===== src/rtl/itch_stream_parser.sv =====
// ITCH 5.0 stream parser: walks [len_hi, len_lo, body] blocks of a stripped packet payload
// and reports Add/Delete/Executed/Cancel/Replace messages with their decoded fields.
module itch_stream_parser #(
    parameter int PRICE_W    = 32,
    parameter int SHARES_W   = 32,
    parameter int EN_CANCEL  = 1,
    parameter int EN_REPLACE = 1
) (
    input  logic                clkIn,
    input  logic                rstNIn,
    input  logic [7:0]          dataIn,
    input  logic                dataValidIn,
    input  logic                packetLostIn,
    output logic                msgValidOut,
    output logic [2:0]          msgTypeOut,
    output logic [15:0]         locateOut,
    output logic [63:0]         refNumOut,
    output logic [63:0]         newRefNumOut,
    output logic [SHARES_W-1:0] sharesOut,
    output logic [PRICE_W-1:0]  priceOut,
    output logic                buySellOut,
    output logic                errorOut
);

    localparam logic [2:0] T_NONE    = 3'd0;
    localparam logic [2:0] T_ADD     = 3'd1;
    localparam logic [2:0] T_DELETE  = 3'd2;
    localparam logic [2:0] T_EXEC    = 3'd3;
    localparam logic [2:0] T_CANCEL  = 3'd4;
    localparam logic [2:0] T_REPLACE = 3'd5;

    typedef enum logic [2:0] {
        LEN_HI = 3'd0,
        LEN_LO = 3'd1,
        BODY   = 3'd2,
        SKIP   = 3'd3,
        DROP   = 3'd4
    } state_t;

    // Types switched off by parameter decode as unknown so they are skipped silently.
    function automatic logic [2:0] decode_type(input logic [7:0] type_byte);
        case (type_byte)
            8'h41:   decode_type = T_ADD;
            8'h44:   decode_type = T_DELETE;
            8'h45:   decode_type = T_EXEC;
            8'h58:   decode_type = (EN_CANCEL != 0) ? T_CANCEL : T_NONE;
            8'h55:   decode_type = (EN_REPLACE != 0) ? T_REPLACE : T_NONE;
            default: decode_type = T_NONE;
        endcase
    endfunction

    function automatic logic [15:0] expected_len(input logic [2:0] msg_type);
        case (msg_type)
            T_ADD:     expected_len = 16'd36;
            T_DELETE:  expected_len = 16'd19;
            T_EXEC:    expected_len = 16'd31;
            T_CANCEL:  expected_len = 16'd23;
            T_REPLACE: expected_len = 16'd35;
            default:   expected_len = 16'd0;
        endcase
    endfunction

    state_t        state_r;
    logic [15:0]   len_r;
    logic [15:0]   cnt_r;
    logic          err_pend_r;

    logic [2:0]    sh_type_r;
    logic [15:0]   sh_loc_r;
    logic [63:0]   sh_ref_r;
    logic [63:0]   sh_newref_r;
    logic [31:0]   sh_shares_r;
    logic [31:0]   sh_price_r;
    logic          sh_side_r;

    logic [2:0]    sh_type_s;
    logic [15:0]   sh_loc_s;
    logic [63:0]   sh_ref_s;
    logic [63:0]   sh_newref_s;
    logic [31:0]   sh_shares_s;
    logic [31:0]   sh_price_s;
    logic          sh_side_s;
    logic          last_s;

    logic                msg_valid_r;
    logic [2:0]          msg_type_r;
    logic [15:0]         locate_r;
    logic [63:0]         ref_num_r;
    logic [63:0]         new_ref_num_r;
    logic [SHARES_W-1:0] shares_r;
    logic [PRICE_W-1:0]  price_r;
    logic                buy_sell_r;
    logic                error_r;

    assign last_s = (cnt_r == (len_r - 16'd1));

    // Field shadow next-state: shift the current body byte into whichever field owns its offset.
    always_comb begin
        sh_type_s   = sh_type_r;
        sh_loc_s    = sh_loc_r;
        sh_ref_s    = sh_ref_r;
        sh_newref_s = sh_newref_r;
        sh_shares_s = sh_shares_r;
        sh_price_s  = sh_price_r;
        sh_side_s   = sh_side_r;
        case (cnt_r) inside
            16'd0: begin
                // Clearing at the type byte is what makes unused fields read zero.
                sh_type_s   = decode_type(dataIn);
                sh_loc_s    = 16'd0;
                sh_ref_s    = 64'd0;
                sh_newref_s = 64'd0;
                sh_shares_s = 32'd0;
                sh_price_s  = 32'd0;
                sh_side_s   = 1'b0;
            end
            [16'd1:16'd2]:   sh_loc_s = {sh_loc_r[7:0], dataIn};
            [16'd11:16'd18]: sh_ref_s = {sh_ref_r[55:0], dataIn};
            default: begin
                case (sh_type_r)
                    T_ADD: begin
                        case (cnt_r) inside
                            16'd19:          sh_side_s   = (dataIn == 8'h42);
                            [16'd20:16'd23]: sh_shares_s = {sh_shares_r[23:0], dataIn};
                            [16'd32:16'd35]: sh_price_s  = {sh_price_r[23:0], dataIn};
                            default:         sh_side_s   = sh_side_r;
                        endcase
                    end
                    T_EXEC, T_CANCEL: begin
                        case (cnt_r) inside
                            [16'd19:16'd22]: sh_shares_s = {sh_shares_r[23:0], dataIn};
                            default:         sh_shares_s = sh_shares_r;
                        endcase
                    end
                    T_REPLACE: begin
                        case (cnt_r) inside
                            [16'd19:16'd26]: sh_newref_s = {sh_newref_r[55:0], dataIn};
                            [16'd27:16'd30]: sh_shares_s = {sh_shares_r[23:0], dataIn};
                            [16'd31:16'd34]: sh_price_s  = {sh_price_r[23:0], dataIn};
                            default:         sh_newref_s = sh_newref_r;
                        endcase
                    end
                    default: sh_type_s = sh_type_r;
                endcase
            end
        endcase
    end

    // Block framing FSM, field shadows and registered output strobes.
    always_ff @(posedge clkIn or negedge rstNIn) begin
        if (!rstNIn) begin
            state_r       <= LEN_HI;
            len_r         <= 16'd0;
            cnt_r         <= 16'd0;
            err_pend_r    <= 1'b0;
            sh_type_r     <= T_NONE;
            sh_loc_r      <= 16'd0;
            sh_ref_r      <= 64'd0;
            sh_newref_r   <= 64'd0;
            sh_shares_r   <= 32'd0;
            sh_price_r    <= 32'd0;
            sh_side_r     <= 1'b0;
            msg_valid_r   <= 1'b0;
            msg_type_r    <= 3'd0;
            locate_r      <= 16'd0;
            ref_num_r     <= 64'd0;
            new_ref_num_r <= 64'd0;
            shares_r      <= '0;
            price_r       <= '0;
            buy_sell_r    <= 1'b0;
            error_r       <= 1'b0;
        end else begin
            msg_valid_r <= 1'b0;
            error_r     <= 1'b0;
            if (packetLostIn) begin
                state_r <= DROP;
            end else begin
                case (state_r)
                    LEN_HI: begin
                        if (dataValidIn) begin
                            len_r[15:8] <= dataIn;
                            state_r     <= LEN_LO;
                        end
                    end
                    LEN_LO: begin
                        if (dataValidIn) begin
                            len_r[7:0] <= dataIn;
                            cnt_r      <= 16'd0;
                            state_r    <= ({len_r[15:8], dataIn} == 16'd0) ? LEN_HI : BODY;
                        end else begin
                            error_r <= 1'b1;
                            state_r <= LEN_HI;
                        end
                    end
                    BODY: begin
                        if (dataValidIn) begin
                            cnt_r       <= cnt_r + 16'd1;
                            sh_type_r   <= sh_type_s;
                            sh_loc_r    <= sh_loc_s;
                            sh_ref_r    <= sh_ref_s;
                            sh_newref_r <= sh_newref_s;
                            sh_shares_r <= sh_shares_s;
                            sh_price_r  <= sh_price_s;
                            sh_side_r   <= sh_side_s;
                            if (cnt_r == 16'd0) begin
                                if (sh_type_s == T_NONE) begin
                                    err_pend_r <= 1'b0;
                                    state_r    <= last_s ? LEN_HI : SKIP;
                                end else if (len_r != expected_len(sh_type_s)) begin
                                    // All expected lengths exceed one, so a mismatch may end right here.
                                    if (last_s) begin
                                        error_r <= 1'b1;
                                        state_r <= LEN_HI;
                                    end else begin
                                        err_pend_r <= 1'b1;
                                        state_r    <= SKIP;
                                    end
                                end
                            end else if (last_s) begin
                                msg_valid_r   <= 1'b1;
                                msg_type_r    <= sh_type_r;
                                locate_r      <= sh_loc_s;
                                ref_num_r     <= sh_ref_s;
                                new_ref_num_r <= sh_newref_s;
                                shares_r      <= sh_shares_s[SHARES_W-1:0];
                                price_r       <= sh_price_s[PRICE_W-1:0];
                                buy_sell_r    <= sh_side_s;
                                state_r       <= LEN_HI;
                            end
                        end else begin
                            error_r <= 1'b1;
                            state_r <= LEN_HI;
                        end
                    end
                    SKIP: begin
                        if (dataValidIn) begin
                            cnt_r <= cnt_r + 16'd1;
                            if (last_s) begin
                                error_r <= err_pend_r;
                                state_r <= LEN_HI;
                            end
                        end else begin
                            error_r <= 1'b1;
                            state_r <= LEN_HI;
                        end
                    end
                    DROP: begin
                        if (!dataValidIn) begin
                            state_r <= LEN_HI;
                        end
                    end
                    default: state_r <= LEN_HI;
                endcase
            end
        end
    end

    assign msgValidOut  = msg_valid_r;
    assign msgTypeOut   = msg_type_r;
    assign locateOut    = locate_r;
    assign refNumOut    = ref_num_r;
    assign newRefNumOut = new_ref_num_r;
    assign sharesOut    = shares_r;
    assign priceOut     = price_r;
    assign buySellOut   = buy_sell_r;
    assign errorOut     = error_r;

endmodule

===== config.mk =====
export PLATFORM = sky130hd
export DESIGN_NAME = itch_stream_parser
export DESIGN_NICKNAME = d
export VERILOG_FILES = /design/src/rtl/itch_stream_parser.sv
export SDC_FILE = /design/constraint.sdc
export NUM_CORES = 1
export LEC_CHECK = 0
export CORE_MARGIN = 3
export CORE_UTILIZATION = 57
export CTS_CLUSTER_DIAMETER = 120
export DETAILED_ROUTE_END_ITERATION = 6
export GPL_TIMING_DRIVEN = 0
export HOLD_SLACK_MARGIN = 0.15
export PLACE_DENSITY = 0.83
export SETUP_SLACK_MARGIN = 0.2
export SYNTH_ARGS = -nofsm -noshare
export SYNTH_HDL_FRONTEND = slang
export SYNTH_SLANG_ARGS = --single-unit

===== constraint.sdc =====
create_clock -name clkIn -period 4.3 [get_ports clkIn]
set_clock_uncertainty 0.2 [all_clocks]
set_input_delay 1.075 -clock clkIn [delete_from_list [all_inputs] [get_ports clkIn]]
set_output_delay 1.075 -clock clkIn [all_outputs]
set_load 0.05 [all_outputs]

Yosys cells after proc, flatten, opt, wreduce, memory -nomap -nowiden
Index checks and enable logic that the tools add are counted.
{"block": "totals", "ff_bits": 462, "input_bits": 12, "out_inout_bits": 214, "wordCells": 166}
{"block": "classes", "bitwise": 2, "n_lt_le_gt_ge": 15, "reduce_logical": 23, "n_addsub": 2, "n_eq_ne": 28, "muxes": 75}
{"op": "$mux W32", "count": 17}
{"op": "$mux W64", "count": 8}
{"op": "$mux W16", "count": 9}
{"op": "$pmux W32 S3", "count": 1}
{"op": "$le A16 B5 Y1 const B", "count": 5}
{"op": "$ge A16 B5 Y1 const B", "count": 4}
{"op": "$pmux W32 S2", "count": 1}
{"op": "$eq A8 B7 Y1 const B", "count": 6}
{"op": "$le A16 B6 Y1 const B", "count": 2}
{"op": "$logic_not A16 Y1", "count": 2}
{"op": "$pmux W16 S2", "count": 1}
{"op": "$mux W3", "count": 10}
{"op": "$pmux W3 S5", "count": 2}
{"op": "$pmux W6 S5", "count": 1}
{"op": "$mux W1", "count": 21}
{"op": "$add A16 B1 Y16 const B", "count": 1}
{"op": "$eq A16 B16 Y1", "count": 1}
{"op": "$eq A16 B5 Y1 const B", "count": 1}
{"op": "$ge A16 B1 Y1 const B", "count": 1}
{"op": "$ge A16 B4 Y1 const B", "count": 1}
{"op": "$ge A16 B6 Y1 const B", "count": 1}
{"op": "$le A16 B2 Y1 const B", "count": 1}
{"op": "$ne A16 B16 Y1", "count": 1}
{"op": "$sub A16 B1 Y16 const B", "count": 1}
{"op": "18 further kinds", "count": 46}

Logic depth before layout (Yosys ltp)
Gate-level depths: netlist (run 1).
{"block": "depth", "depth_word": 17, "ltp_mapped": 15, "depth_no_buf": 13}

Least setup slack after synthesis (run 1)
OpenSTA, ideal clock, no wires.
{"block": "synth_path", "path_kind": "input port to flip-flop", "startpoint": "in dataIn[7]", "endpoint": "reg err_pend_r", "path_slack_ns": 0.079, "path_buffers": 2, "t_required_ns": 3.981, "t_arrival_ns": 3.902, "cell_stages": 13, "setup_time_ns": 0.119, "cell_sequence": "clkbuf_1 nor4b_1 o211a_1 mux2i_1 ha_1 clkbuf_1 and4b_1 mux2i_1 xor2_1 o311a_1 o211ai_1 a31oi_1 nor2_1"}
{"block": "synth_via", "elab_chain_cells": 13, "elab_cells_between_ends": 24, "cone_classes": "12 x eq/ne; 9 x mux; 3 x reduce/logical"}
{"item": "from (decl)", "line_no": "11", "text": "input logic [7:0] dataIn,"}
{"item": "$eq A8 B7 Y1", "line_no": "42", "text": "case (type_byte)"}
{"item": "$pmux W3 S5 (*)", "line_no": "42"}
{"item": "$mux W3 (*)", "line_no": "106", "text": "case (cnt_r) inside"}
{"item": "$eq A3 B3 Y1 (tied with other cells)", "line_no": "53", "text": "case (msg_type)"}
{"item": "$pmux W6 S5", "line_no": "53"}
{"item": "$mux W16", "line_no": "206", "text": "if (sh_type_s == T_NONE) begin"}
{"item": "$mux W16", "line_no": "205", "text": "if (cnt_r == 16'd0) begin"}
{"item": "$mux W16", "line_no": "196", "text": "if (dataValidIn) begin"}
{"item": "$mux W16", "line_no": "178", "text": "case (state_r)"}
{"item": "$mux W16", "line_no": "175", "text": "if (packetLostIn) begin"}
{"item": "$ne A16 B16 Y1", "line_no": "209", "text": "end else if (len_r != expected_len(sh_type_s)) begin"}
{"item": "$reduce_bool A2 Y1 (no line)"}
{"item": "$reduce_and A6 Y1 (no line)"}
{"item": "to (signal assigned)", "line_no": "155", "text": "err_pend_r <= 1'b0;"}
{"item": "to (signal assigned)", "line_no": "207", "text": "err_pend_r <= 1'b0;"}
{"item": "to (signal assigned)", "line_no": "215", "text": "err_pend_r <= 1'b1;"}
{"item": "to (decl)", "line_no": "66", "text": "logic err_pend_r;"}
Every way passes the cells marked *; elsewhere a longest branch is shown, timed or not. The select of a mux whose other input is x is not followed.
A chain may end at the register's enable or synchronous reset.

Final worst setup path (run 1)
{"block": "layout_path", "startpoint": "reg len_r[4]", "endpoint": "reg new_ref_num_r[8], in the netlist newRefNumOut[8]"}
{"block": "layout_via", "elab_chain_cells": 3}
{"item": "from (decl)", "line_no": "64", "text": "logic [15:0] len_r;"}
{"item": "from (signal assigned)", "line_no": "187", "text": "len_r[7:0] <= dataIn;"}
{"item": "$sub A16 B1 Y16", "line_no": "95", "text": "assign last_s = (cnt_r == (len_r - 16'd1));"}
{"item": "$eq A16 B16 Y1", "line_no": "95"}
{"item": "$reduce_and A5 Y1 (no line)"}
{"item": "to (signal assigned)", "line_no": "224", "text": "new_ref_num_r <= sh_newref_s;"}
{"item": "to (decl)", "line_no": "89", "text": "logic [63:0] new_ref_num_r;"}
No other way between the ends.

==> results by group, run 1 <==
Worst setup path
  • Slowest stage cell on the critical path: sky130_fd_sc_hd__or4_4
  • Chain of cells forming the critical path: clkbuf_4, or4_4, or3_4, xnor2_2, o311ai_1, or4_1, or4b_1, buf_6, buf_6, clkbuf_1, nor3_1, a21o_1
  • CP most frequent cell: sky130_fd_sc_hd__buf_6
  • Worst Path Max Fanout: 10
  • Worst path buffer plus inverter count: 4
  • Largest incremental delay on the critical path: approximately 0.55 ns
  • CP top delay family: simple AND/OR/NAND/NOR gates
  • CP Data Arrival Time: around 4.4 ns
  • Path type of the worst setup path: reg2reg
  • CP required: 4.60 ns
  • Kind of start point of the critical path: flop
  • Crit path capture type: flop

Cells and area
  • Ratio of cells with drive above 1 in the final layout: between 10% and 20%
  • Multi-input gate area in the final layout: just over 9000 um2
  • Fillers: about 2,500
  • Footprint of the flip-flops and latches: between 10,000 and 15,000 um2
  • Layout overhead on the synthesized area: 22.3%
  • Final std cell area, no fill: 25,900 um2
  • Total number of nets in the final design: about 2,100
  • Final core utilization: 71.8%
  • Antenna diode count: 0

STA
  • Setup TNS: 0 ns
  • Least-Margin Pin Slew: around 1.0 ns
  • Max transition margin: 30.9%
  • Final worst path period share: between 90% and 100%
  • Final Slew Violations: 0
  • Final Hold Viols: 0
  • RSZ-0062 raised after global routing: yes
  • Post-layout minimum cycle time: between 4 and 5 ns
  • Hold Worst Slack: around 0.27 ns
  • Setup violation total in the final timing report: 0
  • Worst setup margin: 0.201 ns
  • Fmax: approximately 0.24 GHz

Min path
  • Type of the tightest min-delay check: reg2reg

Detailed routing
  • Number of detailed-route iterations in the first pass: 5
  • Remaining antenna violation count: 0
  • Total number of vias: roughly 16,000
  • Routed vias/inst: 6.30
  • DRC viols: 0
  • DRC violation total after the first TritonRoute iteration: roughly 1,500
  • WL/cell: between 20 and 25 um
  • Wirelength, routed: around 60 mm

Synth
  • Cells taking the most area after synthesis: sky130_fd_sc_hd__dfrtp_1 (55%), sky130_fd_sc_hd__mux2i_1 (10%), sky130_fd_sc_hd__a22o_1 (6.9%)
  • Number of enable flip-flop cells after synthesis: 0
  • Cell taking the most area after synthesis: sky130_fd_sc_hd__dfrtp_1
  • Per-instance average area after synthesis: 11.5 um2
  • Prevailing post-synth register cell: sky130_fd_sc_hd__dfrtp_1
  • Summed instance area of the synthesized netlist: around 21,000 um2
  • Warnings, synthesis: 0
  • Async set-reset flop share out of synthesis: 100%
  • Post-synthesis sequential element count: between 400 and 500
  • Total nets after synthesis: 1,859
  • Number of distinct standard cells referenced by the synthesized netlist: 64
  • Share of the synthesized area in the top cell type: 54.6%
  • Part of the Yosys area used for sequential elements: a little over half
  • Synthesized instance count: between 1,500 and 2,000

CTS
  • Worst-skew pair later-pin latency: approximately 0.57 ns
  • Number of H-tree branching levels: 2
  • Buffers from clock root to sink, at most: 3
  • Num CTS Buffers: 46
  • Clock sink count: approximately 460
  • Buffer type at the clock tree root: sky130_fd_sc_hd__clkbuf_16
  • CTS tree: yes
  • Clock transition at the registers of the reported paths: about 0.06 ns

Power and ir drop
  • Clock share of power: 44.9%
  • Static power due to leakage: around 0.012 uW
  • Fraction of power consumed by combinational cells: 8.1%
  • Fraction of power spent switching nets: about a quarter
  • Cell internal power dissipation: a little over 7000 uW
  • Reg power frac: a little under half
  • Power density of the placed cells: approximately 360 nW/um2
  • Switching power total: approximately 2300 uW
  • Maximum resistive drop on vdd: about 0.00028 V

Global routing
  • GRT Residual Overflow: 0
  • Vias in the first global route: ~17,000
  • Gr usage total: between 30% and 40%
  • First-pass GRT wire length: between 90 and 100 mm
  • Initial antenna violation count: 0
  • Pin count of the biggest net entering global routing: around 130

Place
  • Standard cell area after detailed placement: around 24,000 um2
  • Number of input and output port buffers inserted: approximately 220
  • Pre-CTS setup slack: -0.924 ns
  • Gp weighted congestion: 0.973
  • HPWL reported at the end of detailed placement: around 43 mm

Die
  • DIE WIDTH: about 200 um
  • Core area: between 30,000 and 40,000 um2
  • Die ar.: about 40,000 um2
  • Height of the chip: about 200 um
  • Core Rows: 69
  • Top-level port count: roughly 230
  • Effective utilization at floorplan: around 59%

Job
  • Maximum capacitance violations: 0

Status
  • Run status: finished, final reports clean
==> path summary, 6_finish.rpt <==
kind / slack (ns) / startpoint / end / cells after the start
worst max-delay path: 0.20 / len_r[4] / newRefNumOut[8] / 12
worst min-delay path: 0.27 / newRefNumOut[29] / newRefNumOut[29] / 1
worst max register to register: 0.20 / len_r[4] / newRefNumOut[8] / 12
worst min register to register: 0.27 / newRefNumOut[29] / newRefNumOut[29] / 1
max in group asynchronous: 2.28 / rstNIn / cnt_r[0] / 2
min in group asynchronous: 0.42 / rstNIn / refNumOut[55] / 1
==> placed cells by master (no fill, tap or decap), types with 8 or more instances in the layout <==
master and instances:
sky130_fd_sc_hd__inv_1 10, sky130_fd_sc_hd__o21ai_1 11, sky130_fd_sc_hd__nor2_1 43, sky130_fd_sc_hd__nand2_1 163, sky130_fd_sc_hd__nor3_2 65, sky130_fd_sc_hd__xnor2_1 14
sky130_fd_sc_hd__dfrtp_1 460, sky130_fd_sc_hd__clkbuf_8 12, sky130_fd_sc_hd__mux2i_1 215, sky130_fd_sc_hd__mux2_2 24, sky130_fd_sc_hd__clkbuf_1 88, sky130_fd_sc_hd__nand3_1 20
sky130_fd_sc_hd__and3_1 12, sky130_fd_sc_hd__o2bb2ai_1 8, sky130_fd_sc_hd__a21o_1 124, sky130_fd_sc_hd__nor2b_1 11, sky130_fd_sc_hd__buf_2 24, sky130_fd_sc_hd__clkbuf_2 16
sky130_fd_sc_hd__nand4_1 8, sky130_fd_sc_hd__clkdlybuf4s50_1 222, sky130_fd_sc_hd__buf_6 14, sky130_fd_sc_hd__xor2_1 17, sky130_fd_sc_hd__o21ai_0 112, sky130_fd_sc_hd__clkbuf_16 46
sky130_fd_sc_hd__o31ai_1 8, sky130_fd_sc_hd__o31ai_2 13, sky130_fd_sc_hd__buf_1 13, sky130_fd_sc_hd__a22o_1 167, sky130_fd_sc_hd__nor3_1 66
==> cell usage after synthesis (5+ instances only) <==
master,instances
sky130_fd_sc_hd__a211oi_1,5
sky130_fd_sc_hd__a21o_1,124
sky130_fd_sc_hd__a21oi_1,7
sky130_fd_sc_hd__a22o_1,167
sky130_fd_sc_hd__a31oi_1,5
sky130_fd_sc_hd__and3_1,12
sky130_fd_sc_hd__buf_1,17
sky130_fd_sc_hd__buf_2,30
sky130_fd_sc_hd__buf_6,11
sky130_fd_sc_hd__clkbuf_1,95
sky130_fd_sc_hd__dfrtp_1,462
sky130_fd_sc_hd__ha_1,6
sky130_fd_sc_hd__inv_1,11
sky130_fd_sc_hd__mux2_2,24
sky130_fd_sc_hd__mux2i_1,216
sky130_fd_sc_hd__nand2_1,163
sky130_fd_sc_hd__nand2b_1,7
sky130_fd_sc_hd__nand3_1,20
sky130_fd_sc_hd__nand3b_1,6
sky130_fd_sc_hd__nand4_1,8
sky130_fd_sc_hd__nor2_1,44
sky130_fd_sc_hd__nor2b_1,12
sky130_fd_sc_hd__nor3_1,74
sky130_fd_sc_hd__nor3_2,60
sky130_fd_sc_hd__nor3b_1,7
sky130_fd_sc_hd__nor4_1,7
sky130_fd_sc_hd__o21ai_0,112
sky130_fd_sc_hd__o21ai_1,12
sky130_fd_sc_hd__o2bb2ai_1,8
sky130_fd_sc_hd__o31ai_1,8
sky130_fd_sc_hd__o31ai_2,13
sky130_fd_sc_hd__or2_2,7
sky130_fd_sc_hd__or3_1,5
sky130_fd_sc_hd__xnor2_1,14
sky130_fd_sc_hd__xor2_1,17
==> logic make-up (layout without fill, tap and decap cells) <==
logic type                 count (synthesis)  in the layout  share of synthesized area (%)
DFF                                      462            462                           54.6
AOI/OAI and AO/OA                        484            484                           17.0
buffers and inverters                    164            476                           3.47
xor gates and xnor gates                  32             32                           1.36
adders and majority gates                  6              6                          0.354
and+or+nand+nor                          453            453                           11.7
muxes                                    240            240                           11.5
==> metrics by stage <==
step,std cells,power [uW]
3_3_place_gp,2525,5230
5_1_grt,2614,9710
6_report,2614,9430
4_1_cts,2614,9450
3_5_place_dp,2528,5250
2_1_floorplan,1841,4970
==> power by group through the flow <==
| stage | Combinational [uW] | Sequential (uW) | Clock, uW |
|---|---|---|---|
| 6_report | 766 | 4440 | 4230 |
| 5_1_grt | 825 | 4440 | 4440 |
| 4_1_cts | 751 | 4430 | 4270 |
| 3_5_place_dp | 734 | 4510 | 0 |
| 3_3_place_gp | 709 | 4520 | 0 |
| 2_1_floorplan | 472 | 4500 | 0 |
==> state kept, by name, summed over array words and instances (netlist names), 16 cells and up <==
register and flops:
sh_shares_r 32, sh_loc_r 16, locateOut 16, cnt_r 16, priceOut 32, sharesOut 32, refNumOut 64, len_r 16
newRefNumOut 64, sh_newref_r 64, sh_ref_r 64, sh_price_r 32
==> layout make-up <==
cell class | instances | share of cell area [%]
plain buffers | 153 | 2.95
clock buffers | 69 | 5.24
clock inverters | 16 | 0.908
inverters | 11 | 0.159
multi-input cells | 1215 | 34.9
flip-flops and latches | 462 | 44.6
well taps | 461 | 2.23
repair buffers | 227 | 8.98
==> timing repair <==
item,4_1_cts,5_1_grt
hold buffers,0,0
endpoints found under the setup margin,384,356
setup buffers,1,0
cloned,0,0
pin swaps,1,2
gates resized for setup,28,59
==> per-layer routing <==
metal  share of wire [%]  vias to the layer above  global-route usage [%]
li1                    -                     7252                       -
met1                  42                     8417                    43.9
met2                  48                      686                    50.0
met3                 6.9                      124                    4.40
met4                 3.0                        0                    10.4
met5                   0                        -                       0
(Power assumes the default switching activity.)
==> run 2: changes to the inputs <==
--- a/config.mk
+++ b/config.mk
@@ -5,13 +5,13 @@
 export SDC_FILE = /design/constraint.sdc
 export NUM_CORES = 1
 export LEC_CHECK = 0
-export CORE_MARGIN = 3
-export CORE_UTILIZATION = 57
+export ABC_AREA = 1
+export CORE_UTILIZATION = 58
 export CTS_CLUSTER_DIAMETER = 120
 export DETAILED_ROUTE_END_ITERATION = 6
 export GPL_TIMING_DRIVEN = 0
 export HOLD_SLACK_MARGIN = 0.15
-export PLACE_DENSITY = 0.83
+export PLACE_DENSITY = 0.84
 export SETUP_SLACK_MARGIN = 0.2
 export SYNTH_ARGS = -nofsm -noshare
 export SYNTH_HDL_FRONTEND = slang
==> constraint.sdc (replaced) <==
create_clock -name clkIn -period 4.9 [get_ports clkIn]
set_clock_uncertainty 0.2 [all_clocks]
set_input_delay 1.225 -clock clkIn [delete_from_list [all_inputs] [get_ports clkIn]]
set_output_delay 1.225 -clock clkIn [all_outputs]
set_load 0.05 [all_outputs]
==> results by group, run 2 <==
Worst setup path
  • CP required: 5.17 ns
  • Kind of start point of the critical path: input pin
  • Crit path capture type: flop
  • Worst Path Max Fanout: 8
  • Path type of the worst setup path: in2reg
  • CP Data Arrival Time: approximately 4.6 ns

Detailed routing
  • DRC violation total after the first TritonRoute iteration: 2,161
  • WL/cell: approximately 19 um
  • Wirelength, routed: 66.3 mm
  • Total number of vias: a little over 20,000
  • DRC viols: 0
  • Routed vias/inst: between 5 and 6
  • Remaining antenna violation count: 0
  • Number of detailed-route iterations in the first pass: 6

Place
  • Standard cell area after detailed placement: roughly 25,000 um2
  • # placed instances: roughly 3,500
  • HPWL reported at the end of detailed placement: approximately 48 mm
  • Pre-CTS setup slack: -0.188 ns
  • Number of input and output port buffers inserted: roughly 220
  • Gp weighted congestion: just under 1

CTS
  • Num CTS Buffers: 46
  • Buffers from clock root to sink, at most: 3
  • Clock transition at the registers of the reported paths: ~0.060 ns
  • Worst-skew pair later-pin latency: 0.60 ns
  • Cts-stage hold buffer count: 0
  • Number of H-tree branching levels: 2
  • Clock sink count: between 400 and 500
  • Buffer type at the clock tree root: sky130_fd_sc_hd__clkbuf_16
  • CTS tree: yes

Job
  • Maximum capacitance violations: 0

Die
  • Effective utilization at floorplan: a little under 60%
  • Top-level port count: between 200 and 250
  • DIE WIDTH: approximately 200 um
  • Core area: between 30,000 and 40,000 um2
  • Core Rows: 71
  • Height of the chip: 198 um
  • Die ar.: slightly below 40,000 um2

Power and ir drop
  • Static power due to leakage: between 0.01 and 0.015 uW
  • Power density of the placed cells: about 320 nW/um2
  • Maximum resistive drop on vdd: 0.000263 V

Synth
  • Cell taking the most area after synthesis: sky130_fd_sc_hd__dfrtp_1
  • Cells taking the most area after synthesis: sky130_fd_sc_hd__dfrtp_1 (52%), sky130_fd_sc_hd__nand2_1 (14%), sky130_fd_sc_hd__o21ai_0 (8.1%)
  • Summed instance area of the synthesized netlist: between 20,000 and 25,000 um2
  • Post-synthesis sequential element count: about 460
  • Commonest cells in the netlist: sky130_fd_sc_hd__nand2_1 (815), sky130_fd_sc_hd__dfrtp_1 (462), sky130_fd_sc_hd__o21ai_0 (362)
  • Number of distinct standard cells referenced by the synthesized netlist: between 40 and 50
  • Total nets after synthesis: about 2,800
  • Prevailing post-synth register cell: sky130_fd_sc_hd__dfrtp_1
  • Per-instance average area after synthesis: between 8 and 9 um2
  • Most frequent cell after synthesis: sky130_fd_sc_hd__nand2_1
  • Warnings, synthesis: 0
  • Synthesized instance count: around 2,800
  • Share of the synthesized area in the top cell type: about half
  • Number of enable flip-flop cells after synthesis: 0
  • Async set-reset flop share out of synthesis: between 90% and 100%
  • Part of the Yosys area used for sequential elements: roughly half

Global routing
  • Initial antenna violation count: 0
  • Vias in the first global route: about 20,000
  • First-pass GRT wire length: 106 mm
  • GRT Residual Overflow: 0
  • Gr usage total: between 30% and 40%
  • Pin count of the biggest net entering global routing: roughly 130

STA
  • Hold Worst Slack: ~0.28 ns
  • Final Hold Viols: 0
  • Worst setup margin: 0.572 ns
  • Final Slew Violations: 0
  • Final worst path period share: 88.3%
  • RSZ-0062 raised after global routing: no
  • Setup violation total in the final timing report: 0
  • Least-Margin Pin Slew: ~0.91 ns
  • Fmax: 0.231 GHz
  • Max transition margin: between 30% and 40%
  • Post-layout minimum cycle time: roughly 4.3 ns

Cells and area
  • Leading cell type in the layout, fill and taps excluded: sky130_fd_sc_hd__nand2_1
  • Layout overhead on the synthesized area: 19.9%
  • Final instance count without filler cells: between 3,000 and 4,000
  • Total number of nets in the final design: between 3,000 and 4,000
  • Ratio of cells with drive above 1 in the final layout: a little under 8%
  • Final core utilization: between 70% and 80%
  • Final std cell area, no fill: 26,700 um2
  • Top library cells by usage in the layout, fill and taps aside: sky130_fd_sc_hd__nand2_1 (815), sky130_fd_sc_hd__dfrtp_1 (462), sky130_fd_sc_hd__o21ai_0 (362), sky130_fd_sc_hd__inv_1 (263), sky130_fd_sc_hd__clkdlybuf4s50_1 (215)
  • Antenna diode count: 0

Min path
  • Type of the tightest min-delay check: reg2reg

Status
  • Run status: finished, final reports clean
==> run 2: cell count changes in the layout (fill, tap and decap cells not counted), moves of 53 or more <==
cell,previous run,this run
sky130_fd_sc_hd__a21o_1,124,0
sky130_fd_sc_hd__a21oi_1,7,117
sky130_fd_sc_hd__a22o_1,167,0
sky130_fd_sc_hd__inv_1,10,263
sky130_fd_sc_hd__mux2i_1,215,1
sky130_fd_sc_hd__nand2_1,163,815
sky130_fd_sc_hd__nand3_1,20,111
sky130_fd_sc_hd__nor2_1,43,100
sky130_fd_sc_hd__nor3_2,65,0
sky130_fd_sc_hd__o21ai_0,112,362
sky130_fd_sc_hd__o21ai_1,11,112
sky130_fd_sc_hd__o21ai_2,1,54
==> run 2: path summary, 6_finish.rpt <==
path / endpoint / slack, ns / from / cells after the start
max reg2reg: state_r[1] / 1.08 / cnt_r[1] / 17
min: locateOut[15] / 0.28 / locateOut[15] / 2
max in group asynchronous: sh_shares_r[10] / 3.02 / rstNIn / 3
min reg2reg: locateOut[15] / 0.28 / locateOut[15] / 2
min in group asynchronous: refNumOut[38] / 0.34 / rstNIn / 1
max: state_r[1] / 0.57 / dataIn[5] / 18
==> run 2: per-stage QoR <==
| step | power [uW] | TNS, ns |
|---|---|---|
| after floorplan | 4690 | 0 |
| after global placement | 5020 | -8014.68 |
| final | 8480 | 0 |
| after global routing | 8770 | 0 |
| after CTS | 8480 | 0 |
| after detailed placement | 5040 | -0.549 |
==> run 2: kinds of logic after synthesis <==
logic type / count (synthesis) / synth area share [%]
AND/OR/NAND/NOR: 1086 / 19.9
AO/OA/AOI/OAI: 729 / 18.0
flip-flops: 462 / 51.9
buffers and inverters: 447 / 8.55
multiplexers: 16 / 0.803
XOR/XNOR: 13 / 0.511
adder cells (fa/ha/maj): 6 / 0.337
==> run 2: per-layer routing <==
metal / vias up / GRT usage, % / share of wire (%)
met5: - / 0 / 0
met4: 0 / 14.2 / 3.7
met3: 161 / 6.27 / 8.2
met2: 966 / 55.3 / 47
met1: 10096 / 46.1 / 41
li1: 9536 / - / -
==> run 2: critical path, stage by stage <==
cell                       delay [ns]
sky130_fd_sc_hd__clkbuf_1        0.59
sky130_fd_sc_hd__inv_1           0.37
sky130_fd_sc_hd__nand2_1         0.13
sky130_fd_sc_hd__nor2_1          0.06
sky130_fd_sc_hd__nand2_1         0.06
sky130_fd_sc_hd__nand2_1         0.12
sky130_fd_sc_hd__o21ai_2         0.32
sky130_fd_sc_hd__ha_1            0.37
sky130_fd_sc_hd__o21ai_0         0.11
sky130_fd_sc_hd__nand2_1         0.07
sky130_fd_sc_hd__nor4_1          0.28
sky130_fd_sc_hd__nand2_1         0.09
sky130_fd_sc_hd__nor2_1          0.09
sky130_fd_sc_hd__nand3_1         0.17
sky130_fd_sc_hd__nor2_1          0.19
sky130_fd_sc_hd__nand3_1         0.15
sky130_fd_sc_hd__nand2_1         0.12
sky130_fd_sc_hd__o21ai_1         0.06
==> run 2: area by class of cell <==
class / count / area (um2)
flip-flops and latches: 462 / 11600
well taps: 511 / 639
clock buffers: 65 / 1310
inverters: 272 / 1020
plain buffers: 175 / 883
fillers: 2962 / 11100
repair buffers: 223 / 2310
clock inverters: 16 / 155
multi-input cells: 1850 / 8810
==> run 2: power breakdown <==
part / switching, uW / internal (uW)
logic: 705 / 269
registers: 111 / 3910
clock network: 1510 / 1970
total: 2320 / 6150
==> run 2: timing repair <==
item,in CTS,in global routing
resized for setup,0,3
endpoints found under the setup margin,0,3
setup buffers,0,0
